==> src/rtl/conv_mul_pipe.sv <==
// Pipelined DIN0 x DIN1 multiplier with clock enable and a NUM_STAGE-deep valid/data pipeline.
// Define CONV_MUL_PIPE_ACC_EN to turn dout into a wrapping accumulator cleared by acc_clr.
`timescale 1ns/1ps
module conv_mul_pipe #(
  parameter int DIN0_WIDTH  = 16,
  parameter int DIN1_WIDTH  = 8,
  parameter int DOUT_WIDTH  = 24,
  parameter int NUM_STAGE   = 3,
  parameter int SIGNED_MODE = 1
) (
  input  logic                  clk,
  input  logic                  reset,
  input  logic                  ce,
  input  logic                  in_valid,
  input  logic [DIN0_WIDTH-1:0] din0,
  input  logic [DIN1_WIDTH-1:0] din1,
  input  logic                  acc_clr,
  output logic                  out_valid,
  output logic [DOUT_WIDTH-1:0] dout
);

  localparam int PW = DIN0_WIDTH + DIN1_WIDTH;

  logic [PW-1:0]         w_prod;
  logic [DOUT_WIDTH-1:0] w_prod_map;
  logic [DOUT_WIDTH-1:0] w_last_data;
  logic                  w_last_vld;
  logic                  w_last_clr;
  logic [DOUT_WIDTH-1:0] w_next_dout;
  logic [DOUT_WIDTH-1:0] r_dout;
  logic                  r_out_valid;

  // Full-width product: both operands are widened to PW before multiplying.
  generate
    if (SIGNED_MODE != 0) begin : g_signed
      logic signed [PW-1:0] w_a;
      logic signed [PW-1:0] w_b;
      logic signed [PW-1:0] w_prod_s;
      assign w_a      = PW'($signed(din0));
      assign w_b      = PW'($signed(din1));
      assign w_prod_s = w_a * w_b;
      assign w_prod   = w_prod_s;
    end else begin : g_unsigned
      assign w_prod = {{DIN1_WIDTH{1'b0}}, din0} * {{DIN0_WIDTH{1'b0}}, din1};
    end
  endgenerate

  generate
    if (DOUT_WIDTH > PW) begin : g_extend
      logic w_ext_bit;
      assign w_ext_bit  = (SIGNED_MODE != 0) ? w_prod[PW-1] : 1'b0;
      assign w_prod_map = {{(DOUT_WIDTH-PW){w_ext_bit}}, w_prod};
    end else if (DOUT_WIDTH == PW) begin : g_same
      assign w_prod_map = w_prod;
    end else begin : g_truncate
      // Modulo truncation: the discarded high product bits are intentionally dropped.
      logic [PW-DOUT_WIDTH-1:0] w_unused_hi;
      assign w_unused_hi = w_prod[PW-1:DOUT_WIDTH];
      assign w_prod_map  = w_prod[DOUT_WIDTH-1:0];
    end
  endgenerate

  // Stages 1..NUM_STAGE-1 precede the output register; NUM_STAGE=1 feeds it directly.
  generate
    if (NUM_STAGE == 1) begin : g_direct
      assign w_last_data = w_prod_map;
      assign w_last_vld  = in_valid;
      assign w_last_clr  = acc_clr;
    end else begin : g_pipe
      logic [DOUT_WIDTH-1:0] r_data [1:NUM_STAGE-1];
      logic [NUM_STAGE-1:1]  r_vld;
      logic [NUM_STAGE-1:1]  r_clr;

      always_ff @(posedge clk) begin
        if (reset) begin
          for (int i = 1; i < NUM_STAGE; i++) begin
            r_data[i] <= '0;
          end
          r_vld <= '0;
          r_clr <= '0;
        end else if (ce) begin
          r_data[1] <= w_prod_map;
          r_vld[1]  <= in_valid;
          r_clr[1]  <= acc_clr;
          for (int i = 2; i < NUM_STAGE; i++) begin
            r_data[i] <= r_data[i-1];
            r_vld[i]  <= r_vld[i-1];
            r_clr[i]  <= r_clr[i-1];
          end
        end
      end

      assign w_last_data = r_data[NUM_STAGE-1];
      assign w_last_vld  = r_vld[NUM_STAGE-1];
      assign w_last_clr  = r_clr[NUM_STAGE-1];
    end
  endgenerate

`ifdef CONV_MUL_PIPE_ACC_EN
  assign w_next_dout = (w_last_clr ? '0 : r_dout) + w_last_data;
`else
  logic w_unused_clr;
  assign w_unused_clr = w_last_clr;
  assign w_next_dout  = w_last_data;
`endif

  // Output register doubles as the accumulator; it only moves on a valid slot.
  always_ff @(posedge clk) begin
    if (reset) begin
      r_dout      <= '0;
      r_out_valid <= 1'b0;
    end else if (ce) begin
      r_out_valid <= w_last_vld;
      if (w_last_vld) begin
        r_dout <= w_next_dout;
      end
    end
  end

  assign out_valid = r_out_valid;
  assign dout      = r_dout;

endmodule

==> config.mk <==
export PLATFORM = sky130hd
export DESIGN_NAME = conv_mul_pipe
export DESIGN_NICKNAME = d
export VERILOG_FILES = /design/src/rtl/conv_mul_pipe.sv
export SDC_FILE = /design/constraint.sdc
export NUM_CORES = 1
export LEC_CHECK = 0
export CAP_MARGIN = 20
export CELL_PAD_IN_SITES_DETAIL_PLACEMENT = 1
export CELL_PAD_IN_SITES_GLOBAL_PLACEMENT = 1
export CORE_UTILIZATION = 43
export CTS_BUF_LIST = sky130_fd_sc_hd__clkbuf_16
export DETAILED_ROUTE_END_ITERATION = 8
export GPL_ROUTABILITY_DRIVEN = 0
export PLACE_DENSITY_LB_ADDON = 0.1
export SETUP_SLACK_MARGIN = 0.05
export SYNTH_ARGS = -nofsm -noshare
export SYNTH_HDL_FRONTEND = slang
export SYNTH_SLANG_ARGS = --single-unit
export TNS_END_PERCENT = 100
==> constraint.sdc <==
create_clock -name clk -period 5 [get_ports clk]
set_clock_uncertainty 0.1 [all_clocks]
set_input_delay 1.25 -clock clk [delete_from_list [all_inputs] [get_ports clk]]
set_output_delay 1.25 -clock clk [all_outputs]
set_load 0.005 [all_outputs]
# Word level (Yosys, flattened, before mapping)
# Memories as Yosys holds them, arrays and structs flattened. A register that Yosys moved wholly into a read port is not among the register bits.
# Cells that the tools add are included.
[totals] ff_bits=3 latchBits=0 ramBits=48 rom_bits=0 out_inout_bits=25 elab_cells=14 n_memories=1
[memory_table] memory="g_pipe.r_data" words=2 width=24 read_ports=2 rd_ports_with_merged_regs=1 write_ports=2 line="70" text="logic [DOUT_WIDTH-1:0] r_data [1:NUM_STAGE-1];"
[classes] addsub=0 multipliers=1 div=0 order_cmp=0 n_eq_ne=0 shifts=0 mux=7 bitwise_logic=2 reduce_logical=1
[ops] operator="$mux W24" count=2
[ops] operator="$mul A16 B8 Y24" count=1
[ops] operator="$mux W1" count=5
[ops] operator="$or A1 B1 Y1" count=2
[ops] operator="$reduce_and A2 Y1" count=1

# Logic depth before layout (Yosys ltp)
# Gate-level depths: netlist (run 1).
[logic_depth] depth_word=4 mapped_depth=19 mapped_depth_nobuf=18

# Worst setup path after synthesis (run 1)
# OpenSTA, ideal clock, no wires.
[synth_timing] path_type="input to register" start="in din1[7]" end="mem g_pipe.r_data[1][21], data pin" t_arrival_ns=5.021 required_ns=4.634 setup_slack_ns=-0.387 path_stages=16 path_buffers=1 cell_sequence="inv_1 > buf_1 > nor2_1 > fa_1 > fa_1 > fa_1 > inv_1 > fa_1 > inv_1 > ha_1 > a21oi_2 > o21ai_1 > a311oi_2 > a32oi_1 > xnor2_1 > nor2_1"
[synth_lines] element="from (decl)" line="16" text="input logic [DIN1_WIDTH-1:0] din1,"
[synth_lines] element="to (decl)" line="70"

==> reports/results.md, run 1 <==
* **outcome** complete, but fails checks
* **failing checks** setup timing
* **number of failing setup endpoints in the final timing report** 12
* **most frequent standard cell in the layout excluding fill and tap cells** inv_1
* **count of cell types in the netlist** 42
* **largest net degree at the start of global routing** 49
* **Clock Sinks** 75
* **critical path's slowest cell** fa_1
* **cell area after technology mapping** 7290 sq um
* **H-tree levels** 3
* **number of warnings reported in the yosys synthesis log** 0
* **post-layout worst setup margin** -0.208 ns
* **worst-case reg-to-reg path depth** 3
* **die outline height** 132 um
* **Arrival @ worst endpoint** 5.30 ns
* **sw power** 2260 uW
* **routed wire length** 19.3 mm
* **final number of max-transition violations** 0
* **Crit path max-delay family** adder cells
* **peak supply drop** 0.249 mV
* **antenna violations before repair** 0
* **final cycle utilization of the critical path** 104%
* **switch share** 40.3%
* **Place WS** -1.09 ns
* **layout cells sized above 1** 29.9%
* **cts hold-fix bufs** 0
* **worst hold path type** register to register
* **Int Power** 3350 uW
* **cell taking the most area after synthesis** fa_1
* **clock transition at the registers of the reported paths** 0.06 ns
* **routed wirelength normalized by instance count** 16.6 um
* **Worst Path Required** 5.09 ns
* **remaining design rule violation count** 0
* **count of max-cap constraint violations** 0
* **cell-by-cell trace of the critical path** buf_4 -> buf_6 -> and2_4 -> fa_1 -> fa_1 -> fa_1 -> inv_2 -> fa_1 -> inv_2 -> ha_4 -> o21a_1 -> o211ai_1 -> a31o_4 -> a21o_1 -> a2111o_1 -> o211ai_2
* **sequential area share after synthesis** 27.2%
* **Logic pwr share** 72.8%
* **crit path time final** 5.21 ns
* **Root Buffer** clkbuf_16
* **worst skew pair latency** 0.33 ns
* **main area contributors after synthesis** fa_1, edfxtp_1, and2_1
* **number of enable flip-flop cells after synthesis** 48
* **total power divided by cell area** 559 nW/um^2
* **relative max-transition margin** 31.3%
* **detailed-routing iteration count for the pre-antenna-repair pass** 4
* **static leakage** 0.00446 uW
* **area share of the largest cell type after synthesis** 28.3%
* **vias in the first global route** 6,442
* **predominant post-synthesis flop cell** edfxtp_1
* **remaining antenna violation count after routing** 0
* **CTS tree** built
* **cell count after synthesis** 754
* **Setup crit start kind** input port
* **floorplan row count** 47
* **number of antenna diodes** 0
* **Max Fclk** 192 MHz
* **total clock buffers created by CTS** 9
* **area of the core** 16,600 sq um
* **leftover overflow at the end of global routing** 0
* **Final Net Count** 1,109
* **Clk pwr share** 12.7%
* **initial core utilization** 44.0%
* **largest stage delay on the critical path** 0.58 ns
* **CP max FO** 8
* **kind of critical path** input port to register
* **port bufs** 52
* **cell depth of the worst hold path** 2
* **most prevalent standard cell on the critical path** fa_1
* **transition at the pin with the smallest max-transition slack** 1.03 ns
* **count of buffering cells on the critical path with inverters included** 4
* **first-pass GRT wire length** 30.9 mm
* **kind of end point of the critical path** register
* **GR Util All Layers** 22.3%
* **Vias per Instance** 4.92
* **async set-reset flop share out of synthesis** 0%
* **post-detailed-placement half-perimeter wirelength** 14.2 mm
* **total count of hold-check failures in the final report** 0
* **full die area** 17,500 sq um
* **mean instance size in the synthesized netlist** 9.67 sq um
* **area overhead of the layout relative to synthesis** 37.4%
* **Critical Path Stages** 16
* **buffer levels on the longest clock path** 2
* **unrepaired setup endpoints after global routing** yes
* **final cell utilization of the core** 60.4%
* **count of boundary I/O pins** 54
* **count of state elements after synthesis** 75
* **Seq pwr share** 14.6%
* **width of the chip** 132 um
* **internal reg-to-reg setup slack** 3.51 ns
* **routed vias** 5,695
* **Post-Syn Nets** 931
* **Detailed Route Iter0 Violations** 166
* **highest-count cells in the layout ignoring fill and taps** inv_1, buf_4, and2_1, fa_1, nand2_1
## through the flow
step	setup TNS (ns)	cell area [sq um]	hold slack (ns)	instances	power, uW
finish	-1.49	10000	0.357	1157	5600
global route	-3.29	10000	0.379	1157	6010
CTS	-1.03	9790	0.357	1152	5150
detailed placement	-15.01	8870	0.350	1103	4000
global placement	-13.81	8870	0.345	1103	3860
floorplan	-0.617	7460	0.353	754	2840
## metal layers
metal	wire length, um	global-route usage (%)	up-vias	part of all wire (%)
met5	0	0	-	0
met3	291	1.50	37	1.5
met2	10400	43.2	96	54
met1	8000	25.4	2869	42
li1	-	-	2693	-
met4	566	8.88	0	2.9
## registers in the layout, indices dropped and copies added, names as in the netlist
| signal | cells |
|---|---|
| g_pipe.r_data | 48 |
| dout | 24 |
| g_pipe.r_vld | 2 |
| out_valid | 1 |
## logic make-up (layout without fill, tap and decap cells)
group	count (synthesis)	count (layout)	synth area share [%]
xor+xnor	16	16	1.92
buf+inv	158	341	8.34
compound gates	83	83	7.16
simple gates	272	272	19.1
mux	2	2	0.275
fa+ha+maj	148	148	36.0
flops	75	75	27.2
## worst register-to-register path: stages (launching register included)
cell and delay, ns:
dfxtp_1 0.35, and2_1 0.64, nand2_1 0.15, a21oi_1 0.17
## layout make-up
class                   instances  area, sq um
flip-flops and latches         75         1980
repair buffers                188         1660
fillers                      1831         6570
inverters                     136          514
clock buffers                   9          225
clock inverters                 7          108
multi-input cells             521         5250
well taps                     220          275
repair inverters                1         7.51
## power groups by stage
stage | sequential (uW) | combinational, uW | clock [uW]
after floorplan | 820 | 2020 | 0
after global placement | 825 | 3040 | 0
after detailed placement | 829 | 3180 | 0
after CTS | 817 | 3610 | 721
after global routing | 826 | 4450 | 738
final | 815 | 4080 | 710
## worst paths after layout
kind,start,endpoint
setup / recovery,din1[4],g_pipe.r_data[1][20]
hold / removal,dout[9],dout[9]
setup reg to reg,g_pipe.r_vld[2],dout[2]
hold reg to reg,dout[9],dout[9]
## synth_stat cells (all sizes together), types with 2 or more instances
master / n
clkbuf: 19
and2: 117
xnor2: 13
nand2b: 4
nor3: 12
o21ai: 10
and2b: 2
o211ai: 2
mux2i: 2
o21a: 11
a21o: 4
nor2b: 3
a21boi: 2
nor3b: 3
a21oi: 45
dfxtp: 27
a31oi: 2
fa: 103
ha: 45
xor2: 3
buf: 3
inv: 136
edfxtp: 48
nand2: 84
nand4: 3
nand3: 6
nor2: 34
## what timing repair did
action                                  in CTS  in global routing
setup buffers                               30                  6
resized for setup                          181                 61
cloned                                       4                  0
pin swaps                                   66                 32
endpoints found under the setup margin      17                 16
No activity file was read; power rests on OpenSTA's default activity.
==> inputs of run 2 (changes only) <==
CORE_ASPECT_RATIO = 0.8   (was default)
CORE_UTILIZATION = 44   (was 43)
clock period = 6.3 ns   (was 5 ns; I/O delays follow)
==> run 2 against run 1 <==
- the run now ends clean
- total power fell by 38%
- final cell count fell by 4.8%
- sequential cell count did not move
- sequential power fell by 20%
- utilization fell by 4.1 points
- via count fell by 3.5%
- count of clock-buffer cells in the layout did not move
- first-iteration DRC count fell by 9.0%
- setup slack improved by 0.39 ns
- die area fell by 2.2%
- wire length fell by 8.8%
- global-route usage rose by 0.13 points
- largest cell class unchanged
- highest routed layer unchanged
==> reports/results.md, run 2 (same netlist as run 1, synthesis figures left out) <==
* **initial core utilization** 45.5%
* **kind of end point of the critical path** register
* **Clock Sinks** 75
* **most frequent standard cell in the layout excluding fill and tap cells** inv_1
* **area of the core** 16,000 sq um
* **internal reg-to-reg setup slack** 4.67 ns
* **full die area** 17,100 sq um
* **Clk pwr share** 14.0%
* **kind of critical path** input port to register
* **worst skew pair latency** 0.33 ns
* **routed vias** 5,496
* **Setup crit start kind** input port
* **Int Power** 2060 uW
* **worst-case reg-to-reg path depth** 3
* **routed wire length** 17.6 mm
* **final cycle utilization of the critical path** 97.2%
* **number of antenna diodes** 0
* **flip-flop count of the largest register after layout** 48
* **cell depth of the worst hold path** 2
* **layout cells sized above 1** 13.2%
* **Crit path max-delay family** adder cells
* **crit path time final** 6.12 ns
* **remaining antenna violation count after routing** 0
* **post-detailed-placement half-perimeter wirelength** 14.5 mm
* **worst hold path type** register to register
* **count of placed standard cells including taps** 1,081
* **count of boundary I/O pins** 54
* **final cell area excluding filler cells** 9010 sq um
* **hold wc startpoint** dout[22]
* **most prevalent standard cell on the critical path** fa_1
* **area overhead of the layout relative to synthesis** 23.6%
* **peak supply drop** 0.354 mV
* **outcome** complete, no violations
* **unrepaired setup endpoints after global routing** yes
* **detailed-routing iteration count for the pre-antenna-repair pass** 4
* **worst hold margin** 0.352 ns
* **first-pass GRT wire length** 30.0 mm
* **largest net degree at the start of global routing** 49
* **leftover overflow at the end of global routing** 0
* **CP max FO** 5
* **Seq pwr share** 18.6%
* **clock transition at the registers of the reported paths** 0.06 ns
* **Place WS** -0.369 ns
* **static leakage** 0.00412 uW
* **total clock buffers created by CTS** 9
* **relative max-transition margin** 28.4%
* **sw power** 1430 uW
* **Max Fclk** 163 MHz
* **number of failing setup endpoints in the final timing report** 0
* **remaining design rule violation count** 0
* **transition at the pin with the smallest max-transition slack** 1.07 ns
* **Root Buffer** clkbuf_16
* **CTS tree** built
* **Worst Hold Endpoint** dout[22]
* **Final Net Count** 1,059
* **cell-by-cell trace of the critical path** clkdlybuf4s50_1 -> clkinvlp_4 -> buf_12 -> buf_4 -> fa_1 -> fa_1 -> inv_1 -> fa_1 -> inv_1 -> fa_1 -> inv_1 -> ha_1 -> o211a_1 -> o31ai_2 -> a31o_4 -> a211oi_2 -> buf_4 -> o21a_1 -> nor3_1
* **port bufs** 52
* **GR Util All Layers** 22.5%
* **count of buffering cells on the critical path with inverters included** 8
* **final number of max-transition violations** 0
* **critical path's slowest cell** clkdlybuf4s50_1
* **register bank with the most flops** g_pipe.r_data
* **routed wirelength normalized by instance count** 15.9 um
* **placed standard-cell area** 8610 sq um
* **endpoint of the lowest-slack register-to-register path** dout[23]
* **vias in the first global route** 6,256
* **Logic pwr share** 67.4%
* **post-layout worst setup margin** 0.179 ns
* **floorplan row count** 41
* **count of placed standard cells in the final layout, fillers left out** 1,102
* **antenna violations before repair** 1
* **Worst Path Required** 6.27 ns
* **buffer levels on the longest clock path** 2
* **Vias per Instance** 4.99
* **H-tree levels** 3
* **startpoint of the most critical register-to-register path** g_pipe.r_vld[2]
* **highest-count cells in the layout ignoring fill and taps** inv_1, and2_1, fa_1, nand2_1, buf_4
* **Arrival @ worst endpoint** 6.09 ns
* **total power divided by cell area** 388 nW/um^2
* **switch share** 41.0%
* **total count of hold-check failures in the final report** 0
* **die outline height** 117 um
* **width of the chip** 146 um
* **largest stage delay on the critical path** 0.54 ns
* **count of max-cap constraint violations** 0
* **Critical Path Start** din1[7]
* **Detailed Route Iter0 Violations** 151
==> run 2: area by class of cell <==
type | count | area (sq um)
inverters | 136 | 514
fillers | 1851 | 7000
clock buffers | 9 | 225
clock inverters | 7 | 60.1
multi-input cells | 521 | 4740
well taps | 215 | 269
repair buffers | 139 | 1220
flip-flops and latches | 75 | 1980
==> run 2: worst max path at each step <==
stage	to	depth (start not counted)
2_1_floorplan	g_pipe.r_data[1][21]	16
3_3_place_gp	g_pipe.r_data[1][22]	18
3_5_place_dp	g_pipe.r_data[1][22]	18
4_1_cts	g_pipe.r_data[1][22]	17
5_1_grt	g_pipe.r_data[1][22]	18
6_report	g_pipe.r_data[1][22]	19
==> run 2: power groups by stage <==
stage                     clock [uW]  sequential [uW]  combinational [uW]
final                            488              652                2350
after global routing             518              659                2660
after CTS                        496              653                2320
after detailed placement           0              662                2300
after global placement             0              659                2190
after floorplan                    0              651                1450
==> run 2: worst reg2reg max path, stage by stage (launching register included) <==
cell and delay, ns:
dfxtp_1 0.35, and2_1 0.70, nand2_1 0.23, a21oi_1 0.16
==> run 2: stage by stage <==
| step | utilization (%) | total power (uW) | setup TNS [ns] |
|---|---|---|---|
| 4_1_cts | 55.6 | 3470 | 0 |
| 5_1_grt | 56.3 | 3830 | -0.0442 |
| 6_report | 56.3 | 3490 | 0 |
| 2_1_floorplan | - | 2100 | 0 |
| 3_3_place_gp | 53.8 | 2850 | -1.65 |
| 3_5_place_dp | 53.8 | 2960 | -2.88 |
==> run 2: timing repair <==
item | in CTS | in global routing
endpoints found under the setup margin | 1 | 8
hold buffers | 0 | 0
gates resized for setup | 1 | 18
setup buffers | 0 | 4
==> run 2: metal layers <==
| metal | share of wire (%) | vias to the layer above | GRT usage [%] | wire [um] |
|---|---|---|---|---|
| met5 | 0 | - | 0 | 0 |
| met4 | 0.82 | 0 | 3.86 | 144 |
| met3 | 2.6 | 17 | 3.60 | 464 |
| met2 | 52 | 75 | 42.3 | 9070 |
| met1 | 45 | 2803 | 27.7 | 7890 |
| li1 | - | 2601 | - | - |
